## config.mk

```make
export PLATFORM = sky130hd
export DESIGN_NAME = dist_sync_fifo
export DESIGN_NICKNAME = d
export VERILOG_FILES = /design/src/rtl/dist_fifo_pkg.sv /design/src/rtl/dist_sync_sdpram.sv /design/src/rtl/dist_sync_fifo.sv
export SDC_FILE = /design/constraint.sdc
export NUM_CORES = 1
export LEC_CHECK = 0
export CORE_ASPECT_RATIO = 0.6
export CORE_UTILIZATION = 45
export CTS_BUF_LIST = sky130_fd_sc_hd__clkbuf_4 sky130_fd_sc_hd__clkbuf_8
export DETAILED_ROUTE_END_ITERATION = 12
export GPL_TIMING_DRIVEN = 0
export PLACE_DENSITY = 0.67
export RECOVER_POWER = 50
export SYNTH_ARGS = -nofsm -noshare
export SYNTH_HDL_FRONTEND = slang
export SYNTH_SLANG_ARGS = --single-unit
```

## constraint.sdc

```tcl
create_clock -name clk -period 3.51 [get_ports clk]
set_clock_uncertainty 0.05 [all_clocks]
set_input_delay 0.702 -clock clk [delete_from_list [all_inputs] [get_ports clk]]
set_output_delay 0.702 -clock clk [all_outputs]
set_load 0.005 [all_outputs]
```

## src/rtl/dist_fifo_pkg.sv

```systemverilog
// Shared constants for the distributed-RAM synchronous FIFO: legal parameter
// ranges and the pointer-width helper (address bits plus one wrap bit).
package dist_fifo_pkg;

  localparam int DATA_WIDTH_MIN = 1;
  localparam int DATA_WIDTH_MAX = 256;
  localparam int ADDR_WIDTH_MIN = 4;
  localparam int ADDR_WIDTH_MAX = 10;

  function automatic int ptr_width(input int addr_width);
    return addr_width + 1;
  endfunction

endpackage

```

## src/rtl/dist_sync_sdpram.sv

```systemverilog
// Single-clock simple dual-port distributed RAM: synchronous write, asynchronous
// read, no reset on the array.
module dist_sync_sdpram
  import dist_fifo_pkg::*;
#(
  parameter int DATA_WIDTH = 8,
  parameter int ADDR_WIDTH = 4
) (
  input  logic                  clk,
  input  logic                  we,
  input  logic [ADDR_WIDTH-1:0] waddr,
  input  logic [DATA_WIDTH-1:0] wdata,
  input  logic [ADDR_WIDTH-1:0] raddr,
  output logic [DATA_WIDTH-1:0] rdata
);

  logic [DATA_WIDTH-1:0] mem [2**ADDR_WIDTH];

  always_ff @(posedge clk) begin
    if (we) mem[waddr] <= wdata;
  end

  assign rdata = mem[raddr];

endmodule

```

## src/rtl/dist_sync_fifo.sv

```systemverilog
// Synchronous FIFO on distributed RAM with registered occupancy/status flags and
// optional first-word-fall-through. Define DIST_SYNC_FIFO_ERR_FLAG_EN for sticky
// overflow/underflow flags; otherwise those ports are tied low.
module dist_sync_fifo
  import dist_fifo_pkg::*;
#(
  parameter int DATA_WIDTH = 8,
  parameter int ADDR_WIDTH = 4,
  parameter int AF_LEVEL   = 2**ADDR_WIDTH - 2,
  parameter int AE_LEVEL   = 2,
  parameter int FWFT       = 0
) (
  input  logic                  clk,
  input  logic                  rst_n,
  input  logic                  wr_en,
  input  logic [DATA_WIDTH-1:0] wr_data,
  input  logic                  rd_en,
  output logic [DATA_WIDTH-1:0] rd_data,
  output logic                  full,
  output logic                  empty,
  output logic                  almost_full,
  output logic                  almost_empty,
  output logic [ADDR_WIDTH:0]   count,
  output logic                  overflow,
  output logic                  underflow
);

  localparam int PW = ptr_width(ADDR_WIDTH);

  if (DATA_WIDTH < DATA_WIDTH_MIN || DATA_WIDTH > DATA_WIDTH_MAX ||
      ADDR_WIDTH < ADDR_WIDTH_MIN || ADDR_WIDTH > ADDR_WIDTH_MAX) begin : g_bad_param
    $error("dist_sync_fifo: DATA_WIDTH or ADDR_WIDTH outside legal range");
  end

  logic [PW-1:0]         wr_ptr, rd_ptr, wr_ptr_nxt, rd_ptr_nxt, count_nxt;
  logic                  wr_acc, rd_acc;
  logic [DATA_WIDTH-1:0] ram_rdata;

  assign wr_acc     = wr_en & ~full;
  assign rd_acc     = rd_en & ~empty;
  assign wr_ptr_nxt = wr_ptr + PW'(wr_acc);
  assign rd_ptr_nxt = rd_ptr + PW'(rd_acc);
  // Modular subtraction of the wrap-bit pointers yields 0..DEPTH directly.
  assign count_nxt  = wr_ptr_nxt - rd_ptr_nxt;

  always_ff @(posedge clk) begin
    if (!rst_n) begin
      wr_ptr       <= '0;
      rd_ptr       <= '0;
      count        <= '0;
      full         <= 1'b0;
      empty        <= 1'b1;
      almost_full  <= 1'b0;
      almost_empty <= 1'b1;
    end else begin
      wr_ptr       <= wr_ptr_nxt;
      rd_ptr       <= rd_ptr_nxt;
      count        <= count_nxt;
      full         <= (wr_ptr_nxt ^ rd_ptr_nxt) == {1'b1, {ADDR_WIDTH{1'b0}}};
      empty        <= wr_ptr_nxt == rd_ptr_nxt;
      almost_full  <= count_nxt >= PW'(AF_LEVEL);
      almost_empty <= count_nxt <= PW'(AE_LEVEL);
    end
  end

  dist_sync_sdpram #(
    .DATA_WIDTH (DATA_WIDTH),
    .ADDR_WIDTH (ADDR_WIDTH)
  ) u_ram (
    .clk   (clk),
    .we    (wr_acc),
    .waddr (wr_ptr[ADDR_WIDTH-1:0]),
    .wdata (wr_data),
    .raddr (rd_ptr[ADDR_WIDTH-1:0]),
    .rdata (ram_rdata)
  );

  if (FWFT != 0) begin : g_fwft
    assign rd_data = ram_rdata;
  end else begin : g_std
    logic [DATA_WIDTH-1:0] rd_q;
    always_ff @(posedge clk) begin
      if (!rst_n)      rd_q <= '0;
      else if (rd_acc) rd_q <= ram_rdata;
    end
    assign rd_data = rd_q;
  end

`ifdef DIST_SYNC_FIFO_ERR_FLAG_EN
  always_ff @(posedge clk) begin
    if (!rst_n) begin
      overflow  <= 1'b0;
      underflow <= 1'b0;
    end else begin
      if (wr_en && full)  overflow  <= 1'b1;
      if (rd_en && empty) underflow <= 1'b1;
    end
  end
`else
  assign overflow  = 1'b0;
  assign underflow = 1'b0;
`endif

endmodule
```

==> impl_metrics.yaml, run 1 <==
timing:
  rsz0062_at_grt: "false"
  setup_viol: 0
  fin_crit_ns: 3.37
  fmax_mhz: 297
  hold_violations: 0
  slew_viol_final: 0
  max_slew_margin: 0.118
  worst_hold_slack_ns: 0.418
  tightest_slew_ns: 1.31
  period_share: 0.960
cells_and_area:
  drive_above_1_share: 0.237
  diodes: 0
  final_nets: 398
  stdcell_area_mm2: 0.00710
  area_delta_synth_final_pct: 14.9
floorplan:
  fp.dieH_um: 92.8
  core_mm2: 0.0131
  die_x_um: 153
  row_count: 32
  start_util: 0.471
  dieArea_mm2: 0.0142
  io-pin-count: 31
power:
  p_sw_uw: 991
  irDropWorstVdd_mv: 0.356
  p_int_uw: 3000
  pwr-share-seq: 0.517
  combPwrFrac: 0.125
  leakage_uw: 0.00230
  p_sw_frac: 0.248
  power_density_mw_per_mm2: 562
  p_clk_frac: 0.359
logic_synthesis:
  synth_seq_area_share: 0.709
  synth_cell_type_count: 37
  yosysWarnings: 0
  ys_seq_elements: 155
  synth_commonest_cells: "128 x edfxtp_1, 40 x mux4_2, 27 x dfxtp_1"
  synthCells: 336
  synthMostInstantiatedCell: "edfxtp_1"
  synthFlopType: "edfxtp_1"
  synth_edf_count: 128
  yosysTopAreaCell: "edfxtp_1"
  synth_area_leaders: "edfxtp_1 62%, mux4_2 15%, dfxtp_1 8.7%"
  async_flop_share: 0
  synth.top_cell.area_share: 0.622
  synth.avg_cell_area_um2: 18.4
  syn_area_mm2: 0.00618
clock_network:
  cts_tree: "yes"
  clock_sinks: 155
  postCtsHoldBufs: 0
  path_clk_slew_ns: 0.09
  numCtsBuffers: 17
  h-tree-depth: 4
  clk-insertion-delay-late_ns: 0.45
  clockBufferDepth: 2
  cts-root-buf: "clkbuf_8"
  cts_setup_buffers: 0
grt:
  grt_max_degree: 17
  grt_usage: 0.201
  grt_pass1_vias: 3194
  antenna_found_initial: 1
  grt_pass1_wl_mm: 19.6
  gr-total-overflow: 0
critical_path:
  arrival_ns: 3.69
  cp.required_ns: 3.83
  path_common_cell: "ha_1"
  worstSetupStartpointType: "input pin"
  crit_chain: "clkdlybuf4s50_1 > nor2b_1 > clkbuf_2 > and2_1 > ha_1 > xor2_1 > ha_1 > inv_1 > a21oi_1 > or3b_1 > o21ai_1 > maj3_2 > xor2_2 > o41ai_2"
  slowest_stage: "ha_1"
  critPathKind: "input pin to register"
  endpoint_kind: "register"
  crit_path_max_incr_delay_ns: 0.42
  path_max_fanout: 8
placement:
  gp_congestion: 0.780
  placed_cell_area_mm2: 0.00668
  io_buffers: 28
  hpwl_mm: 8.97
route:
  wire_per_inst_um: 23.0
  antenna_left: 0
  drt_iter0_markers: 330
  via_count: 3136
  drc: 0
  firstDrtPassIters: 4
  via_per_inst: 5.54
  wirelength_mm: 13.0
job:
  drv_cap: 0
hold_path:
  hp-class: "register to register"
outcome:
  outcome: "finished clean"
==> path summary, 6_finish.rpt <==
check                                    end  slack [ns]  cells after the start       start
worst max register to register  almost_empty        0.38                     12   wr_ptr[0]
worst max-delay path            almost_empty        0.14                     14       wr_en
worst min register to register    rd_data[6]        0.42                      2  rd_data[6]
worst min-delay path              rd_data[6]        0.42                      2  rd_data[6]
==> per-stage QoR <==
step / power, µW / cells / TNS (ns) / util / worst slack (ns)
after detailed placement: 2610 / 535 / -1.78 / 0.509 / -0.381
final: 3990 / 566 / 0 / 0.541 / 0.141
after CTS: 4020 / 567 / 0 / 0.541 / 0.0846
after global placement: 2600 / 535 / -1.34 / 0.509 / -0.351
after global routing: 4130 / 566 / 0 / 0.541 / 0.00171
after floorplan: 2410 / 337 / 0 / - / 0.391
==> cells in the final DEF (no fill, tap or decap), types with 6 or more instances in the layout <==
cell type,n
edfxtp_1,128
mux4_2,40
dfxtp_1,27
nand2_1,20
dlygate4sd3_1,20
clkbuf_8,17
nor2_1,14
nor2b_1,12
clkbuf_1,8
and2_1,8
xor2_1,8
a21boi_0,8
clkdlybuf4s50_1,8
xnor2_1,7
buf_2,6
inv_6,6
==> metal layers <==
| layer | wire [µm] | GRT usage |
|---|---|---|
| met5 | 0 | 0 |
| met4 | 121 | 0.0625 |
| met3 | 1040 | 0.0477 |
| met2 | 5320 | 0.268 |
| met1 | 6540 | 0.321 |
==> power groups by stage <==
| stage | registers, µW | logic, µW | clock network, µW |
|---|---|---|---|
| after CTS | 2060 | 510 | 1450 |
| after global placement | 2100 | 502 | 0 |
| final | 2060 | 498 | 1430 |
| after detailed placement | 2110 | 509 | 0 |
| after global routing | 2070 | 541 | 1520 |
| after floorplan | 2100 | 303 | 0 |
==> flip-flops by register name, indices dropped and copies added, names as in the netlist <==
signal / cells
wr_ptr: 5
almost_empty: 1
count: 5
rd_data: 8
u_ram.mem: 128
rd_ptr: 5
almost_full: 1
full: 1
empty: 1
==> critical path, delay by kind of cell <==
kind / cells / cell delay (ns)
AND/OR/NAND/NOR: 3 / 0.42
XOR/XNOR: 2 / 0.43
AO/OA/AOI/OAI: 3 / 0.50
adder cells (fa/ha/maj): 3 / 1.01
buffers and inverters: 3 / 0.62
==> kinds of logic after synthesis <==
group / after synthesis / synth area share
other: 1 / 0.000606
AO/OA/AOI/OAI: 19 / 0.0212
multiplexers: 40 / 0.146
buffers and inverters: 22 / 0.0172
flip-flops: 155 / 0.709
XOR/XNOR: 18 / 0.0291
AND/OR/NAND/NOR: 75 / 0.0656
adder cells (fa/ha/maj): 6 / 0.0115
==> timing repair <==
| item | 4_1_cts | 5_1_grt |
|---|---|---|
| endpoints found under the hold margin | 0 | 0 |
| endpoints found under the setup margin | 0 | 3 |
| resized for setup | 0 | 3 |
==> cell type report <==
cell class	instances	area [µm²]
fill	1032	6030
sequential	155	4380
multi-input combinational	160	1700
timing repair buffer	28	280
clock buffer	17	234
tap	170	213
clock inverter	15	186
buffer	18	91.3
inverter	3	11.3
Note: power is estimated with default switching activity, not from simulation.
==> inputs of run 2 (changes only) <==
==> constraint.sdc (replaced) <==
create_clock -name clk -period 3.51 [get_ports clk]
set_clock_uncertainty 0.05 [all_clocks]
set_input_delay 0.5265 -clock clk [delete_from_list [all_inputs] [get_ports clk]]
set_output_delay 0.5265 -clock clk [all_outputs]
set_load 0.005 [all_outputs]
==> run 2 against run 1 <==
Largest power group unchanged. Clock-buffer cell count is the same. Non-clock buffer count grew 1. Worst setup slack gained 0.069 ns. First-iteration DRC count shrank 13%. Via count is the same. Maximum frequency grew 2.1%. Clock power is essentially flat.
==> impl_metrics.yaml, run 2 (synthesis results as in run 1) <==
outcome:
  outcome: "finished clean"
clock_network:
  clk-insertion-delay-late_ns: 0.45
  cts_setup_buffers: 0
  postCtsHoldBufs: 0
  clockBufferDepth: 2
  numCtsBuffers: 17
  cts-root-buf: "clkbuf_8"
  clock_sinks: 155
  cts_tree: "yes"
  h-tree-depth: 4
  cts_resized: 0
  path_clk_slew_ns: 0.09
critical_path:
  arrival_ns: 3.62
  cp.required_ns: 3.83
  path_max_fanout: 8
  critPathKind: "input pin to register"
  worstSetupStartpointType: "input pin"
  endpoint_kind: "register"
route:
  via_per_inst: 5.53
  wire_per_inst_um: 23.0
  wirelength_mm: 13.0
  antenna_left: 0
  firstDrtPassIters: 4
  drc: 0
  via_count: 3136
  drt_iter0_markers: 286
timing:
  worst_hold_slack_ns: 0.416
  setup_slack_ns: 0.210
  max_slew_margin: 0.145
  fmax_mhz: 303
  tightest_slew_ns: 1.27
  fin_crit_ns: 3.30
  rsz0062_at_grt: "false"
  period_share: 0.940
  fin_tns_setup_ns: 0
  slew_viol_final: 0
  setup_viol: 0
  hold_violations: 0
power:
  irDropWorstVdd_mv: 0.356
  combPwrFrac: 0.125
  p_int_uw: 3000
  p_sw_frac: 0.248
  leakage_uw: 0.00231
  p_sw_uw: 992
  pwr-share-seq: 0.517
  power_density_mw_per_mm2: 561
  p_clk_frac: 0.359
floorplan:
  fp.dieH_um: 92.8
  core_mm2: 0.0131
  die_x_um: 153
  dieArea_mm2: 0.0142
  start_util: 0.471
  row_count: 32
  io-pin-count: 31
placement:
  gp_congestion: 0.780
  post-place-ws_ns: -0.206
  io_buffers: 28
  dp.cells: 535
  hpwl_mm: 8.97
job:
  drv_cap: 0
cells_and_area:
  fin_cells: 567
  nFillCells: 1028
  final_nets: 399
  regMostFlops: "u_ram.mem"
  layout_common_cells: "128 x edfxtp_1, 40 x mux4_2, 27 x dfxtp_1"
  drive_above_1_share: 0.234
  diodes: 0
  final_common_cell: "edfxtp_1"
  largest_reg_flops: 128
  area_delta_synth_final_pct: 15.0
grt:
  antenna_found_initial: 1
  grt_max_degree: 17
  gr-total-overflow: 0
  grt_pass1_vias: 3194
  grt_pass1_wl_mm: 19.6
  grt_usage: 0.201
hold_path:
  hp-class: "register to register"
-- run 2: metrics by stage --
step / power (µW) / cell area (µm²) / utilization
final: 3990 / 7110 / 0.542
after global routing: 4130 / 7110 / 0.542
after CTS: 4020 / 7100 / 0.541
after detailed placement: 2610 / 6680 / 0.509
after global placement: 2600 / 6680 / 0.509
after floorplan: 2410 / 6190 / -
-- run 2: layer usage --
layer  share of wire  vias to the layer above  global-route usage  wire (µm)
met2            0.41                      110               0.268       5370
met4          0.0095                        0              0.0625        124
li1                -                     1399                   -          -
met1            0.49                     1616               0.321       6330
met5               0                        -                   0          0
met3           0.092                       11              0.0477       1200
-- run 2: worst paths after layout --
check,slack (ns),end,from,cells past startpoint
max reg2reg,0.38,almost_empty,wr_ptr[0],12
min reg2reg,0.42,rd_data[6],rd_data[6],2
max,0.21,almost_empty,wr_en,14
min,0.42,rd_data[6],rd_data[6],2
-- run 2: power groups by stage --
| stage | sequential, µW | clock [µW] | combinational, µW |
|---|---|---|---|
| 5_1_grt | 2070 | 1520 | 540 |
| 6_report | 2060 | 1430 | 498 |
| 2_1_floorplan | 2100 | 0 | 303 |
| 3_3_place_gp | 2100 | 0 | 502 |
| 4_1_cts | 2060 | 1450 | 510 |
| 3_5_place_dp | 2110 | 0 | 509 |
-- run 2: worst max-delay path: stages --
cell	delay, ns
clkdlybuf4s50_1	0.45
nor2b_1	0.12
clkbuf_1	0.27
and2_0	0.18
ha_1	0.32
xor2_1	0.22
ha_1	0.24
inv_1	0.10
a21oi_1	0.07
or3b_1	0.36
o21ai_1	0.14
maj3_2	0.27
xor2_2	0.09
o41ai_2	0.27
-- run 2: area by class of cell --
class	instances	area, µm²	area share
clock buffers	17	234	0.0329
flip-flops and latches	155	4380	0.616
repair buffers	28	280	0.0394
multi-input cells	160	1710	0.240
plain buffers	19	93.8	0.0132
well taps	170	213	0.0299
clock inverters	15	186	0.0262
inverters	3	11.3	0.00158
==> inputs of run 3 (changes only) <==
clock period = 3.8 ns   (was 3.51 ns; I/O delays follow)
==> run 3 against run 2 <==
Combinational power fell by 8.2%. Worst setup slack improved by 0.16 ns. Critical endpoint unchanged. Register-to-register slack improved by 0.29 ns. Clock-buffer cell count did not move. Highest routed layer unchanged. First-iteration DRC count rose by 9.1%. Utilization fell by 0.057 points. Via count rose by 2.6%. Largest cell class unchanged. Global-route usage did not move. Total power fell by 7.5%. Die area did not move. Hold slack improved by 0.0013 ns. Routed wire length rose by 0.15%.
==> impl_metrics.yaml, run 3 (synthesis results as in run 1) <==
route:
  via_count: 3216
  wirelength_mm: 13.0
  drc: 0
  via_per_inst: 5.67
  firstDrtPassIters: 4
  antenna_left: 0
  drt_iter0_markers: 312
  wire_per_inst_um: 23.0
critical_path:
  r2r-start: "wr_ptr[0]"
  worstSetupStartpointType: "input pin"
  path_common_cell: "ha_1"
  path_max_fanout: 8
  crit_chain: "dlygate4sd3_1 > nor2b_1 > clkbuf_1 > and2_0 > ha_1 > xor2_1 > ha_1 > inv_1 > a21oi_1 > or3b_1 > o21ai_1 > maj3_2 > xor2_2 > o41ai_2"
  cp.required_ns: 4.12
  critPathKind: "input pin to register"
  crit_path_start: "wr_en"
  crit_path_max_incr_delay_ns: 0.53
  arrival_ns: 3.75
  slowest_stage: "dlygate4sd3_1"
  endpoint_kind: "register"
timing:
  slew_viol_final: 0
  rsz0062_at_grt: "false"
  hold_violations: 0
  period_share: 0.901
  setup_viol: 0
  setup_slack_ns: 0.375
  max_slew_margin: 0.135
  fin_tns_setup_ns: 0
  fmax_mhz: 292
  fin_crit_ns: 3.43
  tightest_slew_ns: 1.29
power:
  irDropWorstVdd_mv: 0.332
  p_int_uw: 2770
  p_sw_frac: 0.250
  p_sw_uw: 924
  leakage_uw: 0.00230
  power_density_mw_per_mm2: 520
  p_clk_frac: 0.360
  combPwrFrac: 0.124
  pwr-share-seq: 0.516
grt:
  grt_max_degree: 17
  grt_pass1_wl_mm: 19.6
  gr-total-overflow: 0
  grt_pass1_vias: 3194
  grt_usage: 0.201
  antenna_found_initial: 1
clock_network:
  clock_sinks: 155
  clockBufferDepth: 2
  postCtsHoldBufs: 0
  numCtsBuffers: 17
  h-tree-depth: 4
  cts_setup_buffers: 0
  cts-root-buf: "clkbuf_8"
  clk-insertion-delay-late_ns: 0.45
  cts_tree: "yes"
  path_clk_slew_ns: 0.10
  cts_resized: 0
cells_and_area:
  seqCellArea_mm2: 0.00438
  drive_above_1_share: 0.232
  largest_reg_flops: 128
  regMostFlops: "u_ram.mem"
  diodes: 0
  layout_common_cells: "128 x edfxtp_1, 40 x mux4_2, 27 x dfxtp_1"
  stdcell_area_mm2: 0.00710
  final_nets: 399
  final_common_cell: "edfxtp_1"
  area_delta_synth_final_pct: 14.9
  nFillCells: 1028
  multi_input_area_mm2: 0.00170
placement:
  hpwl_mm: 8.97
  placed_cell_area_mm2: 0.00668
  gp_congestion: 0.780
  io_buffers: 28
  post-place-ws_ns: 0.0409
job:
  drv_cap: 0
outcome:
  outcome: "finished clean"
hold_path:
  hp-class: "register to register"
  hp-start: "rd_data[6]"
floorplan:
  row_count: 32
  dieArea_mm2: 0.0142
  fp.dieH_um: 92.8
  start_util: 0.471
  io-pin-count: 31
  core_mm2: 0.0131
  die_x_um: 153
-- run 3: layout make-up --
class,instances,share of cell area
flip-flops and latches,155,0.617
clock inverters,15,0.0262
well taps,170,0.0299
multi-input cells,160,0.240
inverters,3,0.00159
plain buffers,19,0.0132
repair buffers,28,0.0395
clock buffers,17,0.0329
-- run 3: power by group through the flow --
stage	clock network, µW	logic (µW)	registers [µW]
after global routing	1400	496	1910
after CTS	1340	471	1910
after global placement	0	464	1940
final	1330	457	1900
after floorplan	0	280	1940
after detailed placement	0	470	1950
-- run 3: final timing paths --
kind / slack [ns] / cells after the start / end
setup / recovery: 0.37 / 14 / almost_empty
hold / removal: 0.42 / 2 / rd_data[6]
setup reg to reg: 0.67 / 12 / almost_empty
hold reg to reg: 0.42 / 2 / rd_data[6]
-- run 3: metal layers --
layer	GRT usage	vias to the layer above	wire (µm)
met5	0	-	0
met4	0.0625	0	150
met3	0.0477	14	863
met2	0.268	129	5390
met1	0.321	1676	6640
li1	-	1397	-
-- run 3: critical path: cells and delay by family --
kind | cells | cell delay (ns)
adders and majority gates | 3 | 1.01
buffers and inverters | 3 | 0.79
AOI/OAI and AO/OA | 3 | 0.49
and+or+nand+nor | 3 | 0.44
xor gates and xnor gates | 2 | 0.44
-- run 3: stage by stage --
step           hold WS, ns  std cells  utilization  power [µW]
2_1_floorplan        0.410        337            -        2220
3_3_place_gp         0.408        535        0.509        2410
3_5_place_dp         0.409        535        0.509        2420
4_1_cts              0.425        567        0.541        3720
5_1_grt              0.460        567        0.541        3810
6_report             0.418        567        0.541        3690
